File: src/rtl/layer_cfg_bank.sv
// Multi-channel NeoPixel bit-timing register bank. Host writes go to shadow registers.
// Each channel copies shadow to active only at an idle edge while a commit is pending.
module layer_cfg_bank #(
  parameter int unsigned CH_NUM    = 8,
  parameter int unsigned CH_AW     = 3,
  parameter int unsigned RST_BYTES = 2,
  parameter logic [7:0]  T0H_DEF   = 8'h00,
  parameter logic [7:0]  T0L_DEF   = 8'h00,
  parameter logic [7:0]  T1H_DEF   = 8'h00,
  parameter logic [7:0]  T1L_DEF   = 8'h00,
  parameter logic [8*RST_BYTES-1:0] RST_DEF = '0
) (
  input  logic                          clk_in,
  input  logic                          rst_n_in,
  input  logic                          wr_en_in,
  input  logic [CH_AW+2:0]              wr_addr_in,
  input  logic [7:0]                    wr_data_in,
  input  logic                          rd_en_in,
  input  logic [CH_AW+3:0]              rd_addr_in,
  output logic [7:0]                    rd_data_out,
  output logic                          rd_valid_out,
  input  logic [CH_NUM-1:0]             ch_idle_in,
  output logic [8*CH_NUM-1:0]           t0h_cnt_out,
  output logic [8*CH_NUM-1:0]           t0l_cnt_out,
  output logic [8*CH_NUM-1:0]           t1h_cnt_out,
  output logic [8*CH_NUM-1:0]           t1l_cnt_out,
  output logic [8*RST_BYTES*CH_NUM-1:0] rst_cnt_out,
  output logic [CH_NUM-1:0]             cfg_pend_out,
  output logic [CH_NUM-1:0]             cfg_upd_out
);

  localparam int unsigned RST_W = 8 * RST_BYTES;

  typedef struct packed {
    logic [7:0]       t0h;
    logic [7:0]       t0l;
    logic [7:0]       t1h;
    logic [7:0]       t1l;
    logic [RST_W-1:0] rst;
  } cfg_t;

  localparam cfg_t CFG_DEF = '{t0h: T0H_DEF, t0l: T0L_DEF, t1h: T1H_DEF,
                               t1l: T1L_DEF, rst: RST_DEF};

  cfg_t              shadow_q [CH_NUM];
  cfg_t              shadow_d [CH_NUM];
  cfg_t              active_q [CH_NUM];
  cfg_t              active_d [CH_NUM];
  logic [CH_NUM-1:0] pend_q, pend_d;
  logic [CH_NUM-1:0] upd_q, upd_d;
  logic [7:0]        rd_data_q, rd_data_d;
  logic              rd_valid_q;

  logic [CH_AW-1:0]  wr_ch, rd_ch;
  logic [2:0]        wr_reg, rd_reg;
  logic              rd_bank;

  assign wr_ch   = wr_addr_in[CH_AW+2:3];
  assign wr_reg  = wr_addr_in[2:0];
  assign rd_bank = rd_addr_in[CH_AW+3];
  assign rd_ch   = rd_addr_in[CH_AW+2:3];
  assign rd_reg  = rd_addr_in[2:0];

  // Byte view of one register set; reset-count bytes are MSB first from reg 4.
  function automatic logic [7:0] cfg_byte(input cfg_t c, input logic [2:0] r);
    logic [7:0] b;
    b = '0;
    case (r)
      3'd0:    b = c.t0h;
      3'd1:    b = c.t0l;
      3'd2:    b = c.t1h;
      3'd3:    b = c.t1l;
      default: begin
        for (int i = 0; i < int'(RST_BYTES); i++)
          if (r == 3'(4 + i)) b = c.rst[RST_W-8-8*i +: 8];
      end
    endcase
    return b;
  endfunction

  // Transfer uses the pre-write shadow; the write and commit decode runs after it
  // so a same-edge commit re-arms pend for a second transfer.
  always_comb begin
    // NOTE: every comb output gets a full default first, otherwise untouched paths infer latches.
    shadow_d = shadow_q;
    active_d = active_q;
    pend_d   = pend_q;
    upd_d    = '0;

    for (int c = 0; c < int'(CH_NUM); c++) begin
      if (pend_q[c] && ch_idle_in[c]) begin
        active_d[c] = shadow_q[c];
        pend_d[c]   = 1'b0;
        upd_d[c]    = 1'b1;
      end

      // Channels that do not exist never match, so out-of-range writes vanish.
      if (wr_en_in && wr_ch == CH_AW'(c)) begin
        case (wr_reg)
          3'd0:    shadow_d[c].t0h = wr_data_in;
          3'd1:    shadow_d[c].t0l = wr_data_in;
          3'd2:    shadow_d[c].t1h = wr_data_in;
          3'd3:    shadow_d[c].t1l = wr_data_in;
          3'd7:    if (wr_data_in[0]) pend_d[c] = 1'b1;
          default: begin
            for (int i = 0; i < int'(RST_BYTES); i++)
              if (wr_reg == 3'(4 + i)) shadow_d[c].rst[RST_W-8-8*i +: 8] = wr_data_in;
          end
        endcase
      end
    end
  end

  always_comb begin
    rd_data_d = '0;
    for (int c = 0; c < int'(CH_NUM); c++) begin
      if (rd_ch == CH_AW'(c)) begin
        if (rd_reg == 3'd7) rd_data_d = {7'b0, pend_q[c]};
        else                rd_data_d = cfg_byte(rd_bank ? active_q[c] : shadow_q[c], rd_reg);
      end
    end
  end

  // NOTE: the register arrays are reset because the drivers need the default timing from the first frame.
  always_ff @(posedge clk_in or negedge rst_n_in) begin
    if (!rst_n_in) begin
      for (int c = 0; c < int'(CH_NUM); c++) begin
        shadow_q[c] <= CFG_DEF;
        active_q[c] <= CFG_DEF;
      end
      pend_q     <= '0;
      upd_q      <= '0;
      rd_data_q  <= '0;
      rd_valid_q <= 1'b0;
    end else begin
      // NOTE: non-blocking so every register samples the pre-edge state of the others.
      shadow_q   <= shadow_d;
      active_q   <= active_d;
      pend_q     <= pend_d;
      upd_q      <= upd_d;
      rd_valid_q <= rd_en_in;
      if (rd_en_in) rd_data_q <= rd_data_d;
    end
  end

  for (genvar g = 0; g < int'(CH_NUM); g++) begin : g_out
    assign t0h_cnt_out[8*g +: 8]         = active_q[g].t0h;
    assign t0l_cnt_out[8*g +: 8]         = active_q[g].t0l;
    assign t1h_cnt_out[8*g +: 8]         = active_q[g].t1h;
    assign t1l_cnt_out[8*g +: 8]         = active_q[g].t1l;
    assign rst_cnt_out[RST_W*g +: RST_W] = active_q[g].rst;
  end

  assign cfg_pend_out = pend_q;
  assign cfg_upd_out  = upd_q;
  assign rd_data_out  = rd_data_q;
  assign rd_valid_out = rd_valid_q;

endmodule

File: config.mk
export PLATFORM = sky130hd
export DESIGN_NAME = layer_cfg_bank
export DESIGN_NICKNAME = d
export VERILOG_FILES = /design/src/rtl/layer_cfg_bank.sv
export SDC_FILE = /design/constraint.sdc
export NUM_CORES = 1
export LEC_CHECK = 0
export BUFFER_PORTS_ARGS = -buffer_cell sky130_fd_sc_hd__buf_2
export CAP_MARGIN = 10
export CORE_MARGIN = 2
export CORE_UTILIZATION = 53
export CTS_CLUSTER_SIZE = 28
export DETAILED_ROUTE_END_ITERATION = 7
export PLACE_DENSITY = 0.77
export RECOVER_POWER = 25
export SLEW_MARGIN = 40
export SYNTH_ARGS = -nofsm -noshare
export SYNTH_HDL_FRONTEND = slang
export SYNTH_SLANG_ARGS = --single-unit
File: constraint.sdc
create_clock -name clk_in -period 1.85 [get_ports clk_in]
set_clock_uncertainty 0.1 [all_clocks]
set_input_delay 0.37 -clock clk_in [delete_from_list [all_inputs] [get_ports clk_in]]
set_output_delay 0.37 -clock clk_in [all_outputs]
set_load 0.02 [all_outputs]
==> flow_summary.json <==
{
  "critical_path_class": "reg2reg",
  "reg2reg_slack_ns": -0.33,
  "layout-drive-gt1-share_pct": 59.9,
  "htreeDepth": 3,
  "via_per_inst": 6.17,
  "dieArea_sq_um": 71000,
  "setup_ws_ns": -0.326,
  "initial_core_util_pct": 53.4,
  "synth_edf_count": 0,
  "hold_class": "in2reg",
  "gp_congestion": 0.972,
  "die_y_um": 267,
  "setup_viol": 32,
  "synth_area_leaders": "dfrtp_1 54%, mux2_2 24%, mux2i_1 5.2%",
  "netlist.area_leader.share_pct": 54.3,
  "grt_max_degree": 103,
  "area_growth_pct": 34.0,
  "worstReg2RegStart": "rst_cnt_out[19]",
  "cts.sinks": 793,
  "synthAdderAreaFrac_pct": 0,
  "synth_area_sq_um": 36500,
  "wl_per_cell_um": 28.2,
  "cp-end-kind": "register",
  "fill_cells": 4473,
  "core_sq_um": 68500,
  "arrival_ns": 2.60,
  "required_ns": 2.28,
  "synthFlopType": "dfrtp_1",
  "dpl_cell_area_sq_um": 45200,
  "synth_mux_area_share_pct": 33.2,
  "worst_r2r_endpoint": "rd_data_out[3]",
  "root_buffer": "clkbuf_16",
  "ys_types": 74,
  "fin_crit_ns": 2.18,
  "drc": 0,
  "gr-usage-all-layers_pct": 36.4,
  "synth_warnings": 0,
  "min_period_over_period_pct": 118,
  "via_count": 28400,
  "hpwl_um": 92100,
  "synth_async_sr_flop_share_pct": 100,
  "place.port_buffers": 441,
  "holdPathStages": 4,
  "drtIter0Drc": 2592,
  "synth_compound_area_share_pct": 5.99,
  "ys_seq_area_share_pct": 54.3,
  "clkLatencyLatePin_ns": 0.65,
  "clk_pin_slew_ns": 0.06,
  "status": "complete, but fails checks",
  "syn_area_per_cell_sq_um": 13.9,
  "synth_most_common_cell": "dfrtp_1",
  "violations": "setup timing",
  "reg2reg_depth": 5,
  "cts_buffers": 86,
  "worst_pin_slew_ns": 0.825,
  "powerDensity_nw_per_um2": 910,
  "syn_nets": 2656,
  "hold_violations": 0,
  "synthTopCellsByCount": "793 x dfrtp_1, 775 x mux2_2, 189 x mux2i_1",
  "ant_nets": 0,
  "design_area_sq_um": 49000,
  "num_rows": 96,
  "fin_total_pwr_w": 0.0446,
  "yosysTopAreaCell": "dfrtp_1",
  "wirelength_um": 130000,
  "rsz0062_at_grt": "true",
  "slew_violations": 0,
  "vdd_drop_max_v": 0.000773,
  "min_from": "wr_addr_in[3]",
  "num_io_pins": 442,
  "clockBufferDepth": 3,
  "antenna_found_initial": 9,
  "slew_headroom_pct": 45.0,
  "fmax_mhz": 459,
  "drt-pass1-iter-count": 5,
  "final_nets": 3691,
  "critical-path-top-delay-family": "compound AO/OA/AOI/OAI gates",
  "grt_pass1_vias": 30100,
  "grt-ovfl-total": 0,
  "holdPathEnd": "cfg_pend_out[6]",
  "synthCells": 2623,
  "cpPeakStageDelay_ns": 0.49,
  "die_width_um": 267,
  "ys_ff_latch": 793,
  "cts_tree": "yes",
  "crit_chain": "mux4_2 > a22o_1 > a2111oi_4 > a21oi_2 > o32a_1",
  "grt_pass1_wl_um": 192000,
  "startpoint_type": "register",
  "leakage_nw": 25.3,
  "synth_top_family_by_area": "multiplexers",
  "synth_xor_area_share_pct": 0,
  "critPathBufInv": 0,
  "cpMaxStageDelayCell": "mux4_2",
  "drv_cap": 0,
  "yosys.area_share.simple_pct": 3.35,
  "crit_fanout": 2
}
[metal layers]
metal | vias to the layer above | share of wire, % | routed length (um) | global-route usage, %
met5 | - | 0.035 | 45 | 0
met4 | 6 | 5.4 | 7060 | 19.4
met3 | 371 | 8.6 | 11200 | 8.09
met2 | 1473 | 48 | 62300 | 58.7
met1 | 14800 | 38 | 49200 | 46.1
li1 | 11800 | - | - | -
[final cells by class]
type | count | area, sq um | share of cell area [%]
Clock buffer | 128 | 2660 | 5.42
Antenna cell | 2 | 5.00 | 0.0102
Sequential cell | 793 | 19800 | 40.5
Timing Repair Buffer | 1140 | 8670 | 17.7
Clock inverter | 27 | 348 | 0.710
Inverter | 23 | 86.3 | 0.176
Tap cell | 882 | 1100 | 2.25
Multi-Input combinational cell | 1614 | 16200 | 33.2
[sequential cells by signal, indices dropped and copies added (netlist names), 64 cells and up]
signal	flops
rst_cnt_out	128
shadow_q	384
t1h_cnt_out	64
t0h_cnt_out	64
t1l_cnt_out	64
t0l_cnt_out	64
[cell families after synthesis]
| group | Yosys count |
|---|---|
| muxes | 1031 |
| and+or+nand+nor | 263 |
| DFF | 793 |
| buffers and inverters | 216 |
| AOI/OAI and AO/OA | 320 |
[worst register-to-register path, cell delays in order, from the launching register on]
cell	delay (ns)
dfrtp_1	0.40
mux4_2	0.49
a22o_1	0.26
a2111oi_4	0.35
a21oi_2	0.17
o32a_1	0.30
[where the power goes]
| group | switching [W] | internal [W] |
|---|---|---|
| Clock | 0.00725 | 0.0109 |
| Combinational | 0.00327 | 0.00325 |
| Sequential | 0.00113 | 0.0188 |
| Total | 0.0117 | 0.0329 |
[worst max-delay path by stage]
stage | startpoint | to | slack [ns] | cells after the start
final | rst_cnt_out[19] | rd_data_out[3] | -0.33 | 5
after global routing | rst_cnt_out[19] | rd_data_out[3] | -0.37 | 5
after CTS | rst_cnt_out[19] | rd_data_out[3] | -0.29 | 5
after detailed placement | rd_addr_in[6] | rd_data_out[0] | -1.05 | 8
after global placement | rd_addr_in[6] | rd_data_out[0] | -1.02 | 8
after floorplan | rd_addr_in[6] | rd_data_out[1] | -0.30 | 9
[timing repair]
action / 4_1_cts / 5_1_grt
endpoints found under the hold margin: 522 / 0
endpoints found under the setup margin: 17 / 13
setup buffers: 7 / 13
pin swaps: 13 / 41
gates cloned: 1 / 1
resized for setup: 72 / 61
hold buffers: 10 / 0
[per-stage QoR]
step | worst slack, ns | instances | TNS (ns) | utilization [%] | hold WS, ns
finish | -0.326 | 4609 | -1.07 | 71.5 | 0.179
global route | -0.370 | 4607 | -19.01 | 71.5 | 0.184
CTS | -0.295 | 4597 | -0.933 | 71.1 | 0.0741
detailed placement | -1.05 | 4425 | -17.92 | 66.1 | 0.152
global placement | -1.02 | 4425 | -14.27 | 66.1 | 0.149
floorplan | -0.296 | 2623 | -10.11 | - | -0.0256
[layout by cell type (no fill, tap or decap), types with 6 or more instances in the layout]
cell type	n
dfrtp_1	790
mux2_2	756
buf_4	589
buf_2	425
mux2i_1	188
clkbuf_16	91
nand2_1	83
buf_12	78
mux4_2	67
a21oi_1	59
o22ai_1	58
nor2_1	57
o21ai_0	26
clkbuf_8	26
nor2_4	22
inv_1	21
mux2_4	19
nand3_1	18
buf_6	16
clkbuf_1	15
o221ai_1	14
nand2_2	13
nor2b_1	13
a22oi_1	13
o21ai_1	13
a221oi_1	12
clkinv_2	11
a31oi_1	10
dlygate4sd3_1	10
nor3_1	9
a211oi_1	9
and2_1	8
a32oi_1	8
o211ai_1	8
a221oi_2	8
clkbuf_2	8
a21oi_2	7
o21ai_2	7
bufinv_16	7
nand2b_1	6
Power figures use the tool's default switching activity.
